`config.mk`:
```
export PLATFORM = sky130hd
export DESIGN_NAME = matmul_sched
export DESIGN_NICKNAME = d
export VERILOG_FILES = /design/src/rtl/matmul_pkg.sv /design/src/rtl/matmul_sched_cnt.sv /design/src/rtl/matmul_sched.sv
export SDC_FILE = /design/constraint.sdc
export NUM_CORES = 1
export LEC_CHECK = 0
export CORE_MARGIN = 1
export CORE_UTILIZATION = 29
export CTS_CLUSTER_SIZE = 16
export DETAILED_ROUTE_END_ITERATION = 10
export SLEW_MARGIN = 30
export SYNTH_ARGS = -nofsm -noshare
export SYNTH_HDL_FRONTEND = slang
export SYNTH_SLANG_ARGS = --single-unit
```
`constraint.sdc`:
```
create_clock -name clk_i -period 5.2 [get_ports clk_i]
set_input_delay 0.78 -clock clk_i [delete_from_list [all_inputs] [get_ports clk_i]]
set_output_delay 0.78 -clock clk_i [all_outputs]
set_load 0.01 [all_outputs]
```
`src/rtl/matmul_pkg.sv`:
```
// Shared types and constants for the matmul PE-array sequencer.
// Latency: n/a (declarations only).
// Backpressure: n/a.
package matmul_pkg;

    localparam int MAX_DIM     = 4;
    localparam int SP_NTARGETS = 4;
    localparam int DIM_W       = $clog2(MAX_DIM) + 1;
    localparam int TGT_W       = $clog2(SP_NTARGETS);

    typedef enum logic [2:0] {
        IDLE  = 3'd0,
        CLEAR = 3'd1,
        FETCH = 3'd2,
        FEED  = 3'd3,
        WB    = 3'd4,
        DONE  = 3'd5
    } sched_state_e;

    typedef struct packed {
        logic [DIM_W-1:0] n;
        logic [DIM_W-1:0] k;
        logic [DIM_W-1:0] m;
        logic             mode;
        logic [TGT_W-1:0] target;
    } sched_cfg_t;

    // A dimension is usable when it is non-zero and fits the PE array.
    function automatic logic dim_ok(input logic [DIM_W-1:0] d);
        return (d != '0) && (d <= DIM_W'(MAX_DIM));
    endfunction

endpackage

```
`src/rtl/matmul_sched_cnt.sv`:
```
// Loadable down-counter with zero flag; saturates at zero instead of wrapping.
// Latency: load/decrement visible the cycle after the request.
// Backpressure: none; load has priority over decrement.
module matmul_sched_cnt #(
    parameter int W = 4
) (
    input  logic         clk_i,
    input  logic         rst_i,
    input  logic         load_i,
    input  logic [W-1:0] load_val_i,
    input  logic         dec_i,
    output logic [W-1:0] cnt_o,
    output logic         zero_o
);

    logic [W-1:0] cnt_q;
    logic [W-1:0] cnt_d;

    // Next count: load wins, otherwise step down but never below zero.
    always_comb begin
        cnt_d = cnt_q;
        if (load_i) begin
            cnt_d = load_val_i;
        end else if (dec_i && (cnt_q != '0)) begin
            cnt_d = cnt_q - W'(1);
        end
    end

    // Count register with synchronous reset.
    always_ff @(posedge clk_i) begin
        if (rst_i) begin
            cnt_q <= '0;
        end else begin
            cnt_q <= cnt_d;
        end
    end

    assign cnt_o  = cnt_q;
    assign zero_o = (cnt_q == '0);

endmodule

```
`src/rtl/matmul_sched.sv`:
```
// Sequencer for the matmul PE array: clear, operand fetch, skewed feed, scratchpad writeback.
// Latency: done 3+F+N cycles after start (4+F+N in accumulate mode), F = K+N+M-2.
// Backpressure: none; start is only accepted in IDLE, otherwise ignored.
module matmul_sched #(
    parameter int MAX_DIM     = matmul_pkg::MAX_DIM,
    parameter int SP_NTARGETS = matmul_pkg::SP_NTARGETS,
    parameter int DIM_W       = $clog2(MAX_DIM) + 1,
    parameter int TGT_W       = $clog2(SP_NTARGETS)
) (
    input  logic             clk_i,
    input  logic             rst_i,
    input  logic             start_i,
    input  logic [DIM_W-1:0] n_dim_i,
    input  logic [DIM_W-1:0] k_dim_i,
    input  logic [DIM_W-1:0] m_dim_i,
    input  logic             mode_i,
    input  logic [TGT_W-1:0] wr_target_i,
    output logic             opmem_rd_en_o,
    output logic [DIM_W-1:0] opmem_rd_addr_o,
    output logic             pe_clear_o,
    output logic             pe_shift_o,
    output logic             operand_valid_o,
    output logic             sp_rd_en_o,
    output logic             sp_wr_en_o,
    output logic [TGT_W-1:0] sp_target_o,
    output logic [DIM_W-1:0] sp_row_o,
    output logic             busy_o,
    output logic             done_o,
    output logic             err_o
);

    import matmul_pkg::*;

    // Feed counter holds up to K+N+M-3, which needs more bits than a dimension.
    localparam int FEED_W = $clog2(3 * MAX_DIM);

    sched_state_e     state_q, state_d;
    sched_cfg_t       cfg_q, cfg_d;
    logic             err_q, err_d;
    logic [DIM_W-1:0] row_dly_q, row_dly_d;

    logic              accept;
    logic              dims_ok;
    logic              feed_load, feed_dec, feed_zero;
    logic [FEED_W-1:0] feed_last, feed_cnt, feed_f;
    logic              wb_load, wb_dec, wb_zero;
    logic [DIM_W-1:0]  wb_last, wb_cnt, wb_j;

    assign accept  = (state_q == IDLE) && start_i;
    assign dims_ok = dim_ok(n_dim_i) && dim_ok(k_dim_i) && dim_ok(m_dim_i);

    // Feed phase: load F-1 during FETCH, count down once per FEED cycle.
    assign feed_last = FEED_W'(cfg_q.k) + FEED_W'(cfg_q.n) + FEED_W'(cfg_q.m) - FEED_W'(3);
    assign feed_load = (state_q == FETCH);
    assign feed_dec  = (state_q == FEED);
    assign feed_f    = feed_last - feed_cnt;

    matmul_sched_cnt #(.W(FEED_W)) u_feed_cnt (
        .clk_i      (clk_i),
        .rst_i      (rst_i),
        .load_i     (feed_load),
        .load_val_i (feed_last),
        .dec_i      (feed_dec),
        .cnt_o      (feed_cnt),
        .zero_o     (feed_zero)
    );

    // Writeback phase: N cycles, or N+1 when the read/write pipeline is in use.
    assign wb_last = cfg_q.mode ? cfg_q.n : (cfg_q.n - DIM_W'(1));
    assign wb_load = (state_q == FEED) && feed_zero;
    assign wb_dec  = (state_q == WB);
    assign wb_j    = wb_last - wb_cnt;

    matmul_sched_cnt #(.W(DIM_W)) u_wb_cnt (
        .clk_i      (clk_i),
        .rst_i      (rst_i),
        .load_i     (wb_load),
        .load_val_i (wb_last),
        .dec_i      (wb_dec),
        .cnt_o      (wb_cnt),
        .zero_o     (wb_zero)
    );

    // Latch the job on an accepted start; the error flag is rebuilt from the new dims.
    always_comb begin
        cfg_d     = cfg_q;
        err_d     = err_q;
        row_dly_d = (state_q == WB) ? wb_j : '0;
        if (accept) begin
            cfg_d.n      = n_dim_i;
            cfg_d.k      = k_dim_i;
            cfg_d.m      = m_dim_i;
            cfg_d.mode   = mode_i;
            cfg_d.target = wr_target_i;
            err_d        = !dims_ok;
        end
    end

    // State and datapath registers; reset aborts any operation in flight.
    always_ff @(posedge clk_i) begin
        if (rst_i) begin
            state_q   <= IDLE;
            cfg_q     <= '0;
            err_q     <= 1'b0;
            row_dly_q <= '0;
        end else begin
            state_q   <= state_d;
            cfg_q     <= cfg_d;
            err_q     <= err_d;
            row_dly_q <= row_dly_d;
        end
    end

    // Phase sequencing; illegal dims skip straight to DONE.
    always_comb begin
        state_d = state_q;
        case (state_q)
            IDLE:    if (start_i) state_d = dims_ok ? CLEAR : DONE;
            CLEAR:   state_d = FETCH;
            FETCH:   state_d = FEED;
            FEED:    if (feed_zero) state_d = WB;
            WB:      if (wb_zero) state_d = DONE;
            DONE:    state_d = IDLE;
            default: state_d = IDLE;
        endcase
    end

    // Strobes decoded from the current phase and its counter position.
    always_comb begin
        opmem_rd_en_o   = 1'b0;
        opmem_rd_addr_o = '0;
        pe_clear_o      = 1'b0;
        pe_shift_o      = 1'b0;
        operand_valid_o = 1'b0;
        sp_rd_en_o      = 1'b0;
        sp_wr_en_o      = 1'b0;
        sp_target_o     = '0;
        sp_row_o        = '0;
        busy_o          = 1'b0;
        done_o          = 1'b0;
        case (state_q)
            CLEAR: begin
                busy_o     = 1'b1;
                pe_clear_o = 1'b1;
            end
            FETCH: begin
                busy_o        = 1'b1;
                opmem_rd_en_o = 1'b1;
            end
            FEED: begin
                busy_o          = 1'b1;
                pe_shift_o      = 1'b1;
                operand_valid_o = (feed_f < FEED_W'(cfg_q.k));
                // Prefetch the next k index one cycle ahead of injection.
                if (feed_f < (FEED_W'(cfg_q.k) - FEED_W'(1))) begin
                    opmem_rd_en_o   = 1'b1;
                    opmem_rd_addr_o = DIM_W'(feed_f + FEED_W'(1));
                end
            end
            WB: begin
                busy_o      = 1'b1;
                sp_target_o = cfg_q.target;
                if (cfg_q.mode) begin
                    // Read row j while writing row j-1 (scratchpad read latency 1).
                    sp_rd_en_o = !wb_zero;
                    sp_wr_en_o = (wb_j != '0);
                    sp_row_o   = (wb_j != '0) ? row_dly_q : wb_j;
                end else begin
                    sp_wr_en_o = 1'b1;
                    sp_row_o   = wb_j;
                end
            end
            DONE: begin
                done_o = 1'b1;
            end
            default: ;
        endcase
    end

    assign err_o = err_q;

endmodule
```
==> run summary <==
status: completed
H-tree Lvls: 1
synth top area cells: dfxtp_1, ha_1, nand2_1
initial antenna violation count: 0
die span in x: 83.1 microns
Port Buffers: 31
antenna viol nets, final: 0
mapped cell area: 1910 sq um
Die Y: 83.1 microns
Worst Reg2Reg Path Length in Cells: 6
vias per cell: 4.77
Power Density: 687 nW/um^2
core footprint: 6350 sq um
Multi-input gate area: 1250 sq um
Hold Crit Depth: 2
die area: 6910 sq um
grt ovf: 0
clk_lat worst skew: 0.28 ns
Synth Instances: 232
crit share post-route: 95.8%
Final Util: 37.3%
sequential cell area: 524 sq um
sequential fraction of the synthesis area: 27.3%
yosys warns: 0
largest area contributor in the netlist: dfxtp_1
share of post-route cells with drive strength above 1: 8.88%
Max VDD drop: 0.301 mV
final setup vio count: 0
I/O pins: 32
DP HPWL: 3.15 mm
fin crit period: 4.98 ns
most frequent cells in the layout: nand2_1, inv_1, clkdlybuf4s50_1
type of destination of the critical path: output port
# hold bufs at CTS: 0
Post-Place Cell Area: 2280 sq um
P_leak: 0.985 nW
WL final: 4.14 mm
Req. time, crit path: 4.42 ns
DR DRC count: 0
Nets: 300
initial core utilization: 30.0%
Worst Hold Class: reg2reg
TNS Setup: 0 ns
via count: 1604
#FFs+latches synth: 26
Hold Crit Start: cfg_q[0]
CP max FO: 4
Post-Syn Nets: 272
Syn Area/Cell: 8.22 sq um
r2r endpoint: u_feed_cnt.cnt_o[3]
TritonCTS clock tree: built
Root Driver: clkbuf_8
WL/cell: 12.3 microns
Diodes inserted: 0
FILL cells: 658
Hold Slack: 0.456 ns
Tightest Pin Transition: 0.722 ns
worst setup path startpoint: cfg_q[4]
Hold EP: cfg_q[0]
Startpoint Class: flip-flop
CTS Buf Count: 3
number of global-route vias before repair: 1538
Layout area overhead: 24.2%
Slew headroom: 51.7%
row count: 29
Max Freq: 201 MHz
clock-pin slew on the worst setup and hold paths: 0.09 ns
Setup CP Type: reg2out
Num Clock Sinks: 26
pin count of the biggest net entering global routing: 27
count of final hold-check violations: 0
Max Cap Violations: 0
first-pass iteration count of the detailed router: 4
Placer Congestion: 0.794
clk buf depth: 2
Fin Clk Skew: 0.00589 ns
final instance area: 2370 sq um
Yosys cell types: 43
CP Data Arrival Time: 4.20 ns
commonest non-fill, non-tap cell in the layout: nand2_1
first-pass GRT wire length: 7.04 mm
RR Startpoint: cfg_q[4]
Total GRT Usage: 12.3%
Tot Pwr: 0.00163 W
Yosys top cell area share: 27.3%
initial DRC count: 50
flop2flop setup slack: 2.80 ns
fin. max-slew vios: 0
## cell type report
type / count / share of cell area (%)
clock buffers: 4 / 2.32
inverters: 31 / 4.91
well taps: 77 / 4.07
repair buffers: 33 / 13.8
flip-flops and latches: 26 / 22.1
multi-input cells: 165 / 52.7
## flip-flops by register name, indices dropped and copies added, names as in the netlist
name	cells
cfg_q	12
u_feed_cnt.cnt_o	4
row_dly_q	3
state_q	3
u_wb_cnt.cnt_o	3
err_o	1
## stage by stage
stage	instances	setup WS [ns]
floorplan	232	0.906
global placement	331	0.408
detailed placement	331	0.334
CTS	335	0.0257
global route	336	-0.0127
finish	336	0.219
## Yosys cell counts (all sizes together)
| cell type | number |
|---|---|
| a2111oi | 2 |
| a211o | 1 |
| a211oi | 3 |
| a21boi | 2 |
| a21o | 1 |
| a21oi | 20 |
| a221oi | 3 |
| a31oi | 2 |
| a41oi | 1 |
| and2 | 1 |
| and3 | 5 |
| and3b | 1 |
| buf | 4 |
| clkbuf | 6 |
| dfxtp | 26 |
| fa | 5 |
| ha | 20 |
| inv | 31 |
| maj3 | 1 |
| mux2 | 1 |
| mux2i | 1 |
| nand2 | 32 |
| nand2b | 1 |
| nand3 | 3 |
| nand3b | 3 |
| nor2 | 16 |
| nor2b | 2 |
| nor3 | 7 |
| nor3b | 2 |
| nor4b | 1 |
| o21a | 2 |
| o21ai | 6 |
| o31a | 1 |
| o32a | 1 |
| or3b | 2 |
| xnor2 | 13 |
| xnor3 | 1 |
| xor2 | 2 |
## layer usage
metal	global-route usage [%]	up-vias	wire (microns)	share of wire [%]
met5	0	-	0	0
li1	-	828	-	-
met3	1.89	5	96	2.3
met2	20.9	19	1950	47
met1	16.1	752	2060	50
met4	3.29	0	44	1.1
## where the power goes
part / total, W / switching (W) / internal [W]
registers: 0.000346 / 0.0000852 / 0.000261
logic: 0.00115 / 0.000595 / 0.000552
clock network: 0.000136 / 0.0000677 / 0.0000678
## timing repair
item                                    4_1_cts  5_1_grt
endpoints found under the setup margin        0        4
resized for setup                             0       10
buffers inserted                              0        1
endpoints found under the hold margin         0        0
## how the worst max path moves through the flow
| stage | end | slack, ns | cells past startpoint |
|---|---|---|---|
| after floorplan | opmem_rd_addr_o[0] | 0.91 | 12 |
| after global placement | opmem_rd_en_o | 0.41 | 13 |
| after detailed placement | opmem_rd_en_o | 0.33 | 13 |
| after CTS | opmem_rd_en_o | 0.03 | 13 |
| after global routing | opmem_rd_addr_o[1] | -0.01 | 14 |
| final | opmem_rd_addr_o[1] | 0.22 | 13 |
## worst max-delay path: stages, from the launching register on
cell             delay [ns]
dfxtp_1                0.34
fa_1                   0.41
inv_1                  0.08
fa_1                   0.43
fa_1                   0.54
inv_1                  0.05
ha_2                   0.39
xnor2_2                0.09
ha_1                   0.32
a21oi_1                0.14
o21ai_0                0.10
maj3_2                 0.35
nor2_1                 0.14
clkdlybuf4s50_1        0.55
## cells by family (layout without fill, tap and decap cells)
logic type	after synthesis	count (layout)	share of synthesized area, %
AOI/OAI and AO/OA	45	45	16.3
xor gates and xnor gates	16	16	8.07
adders and majority gates	26	26	19.0
buffers and inverters	41	68	8.98
DFF	26	26	27.3
muxes	2	2	1.11
and+or+nand+nor	76	76	19.3
Power figures use the tool's default switching activity.
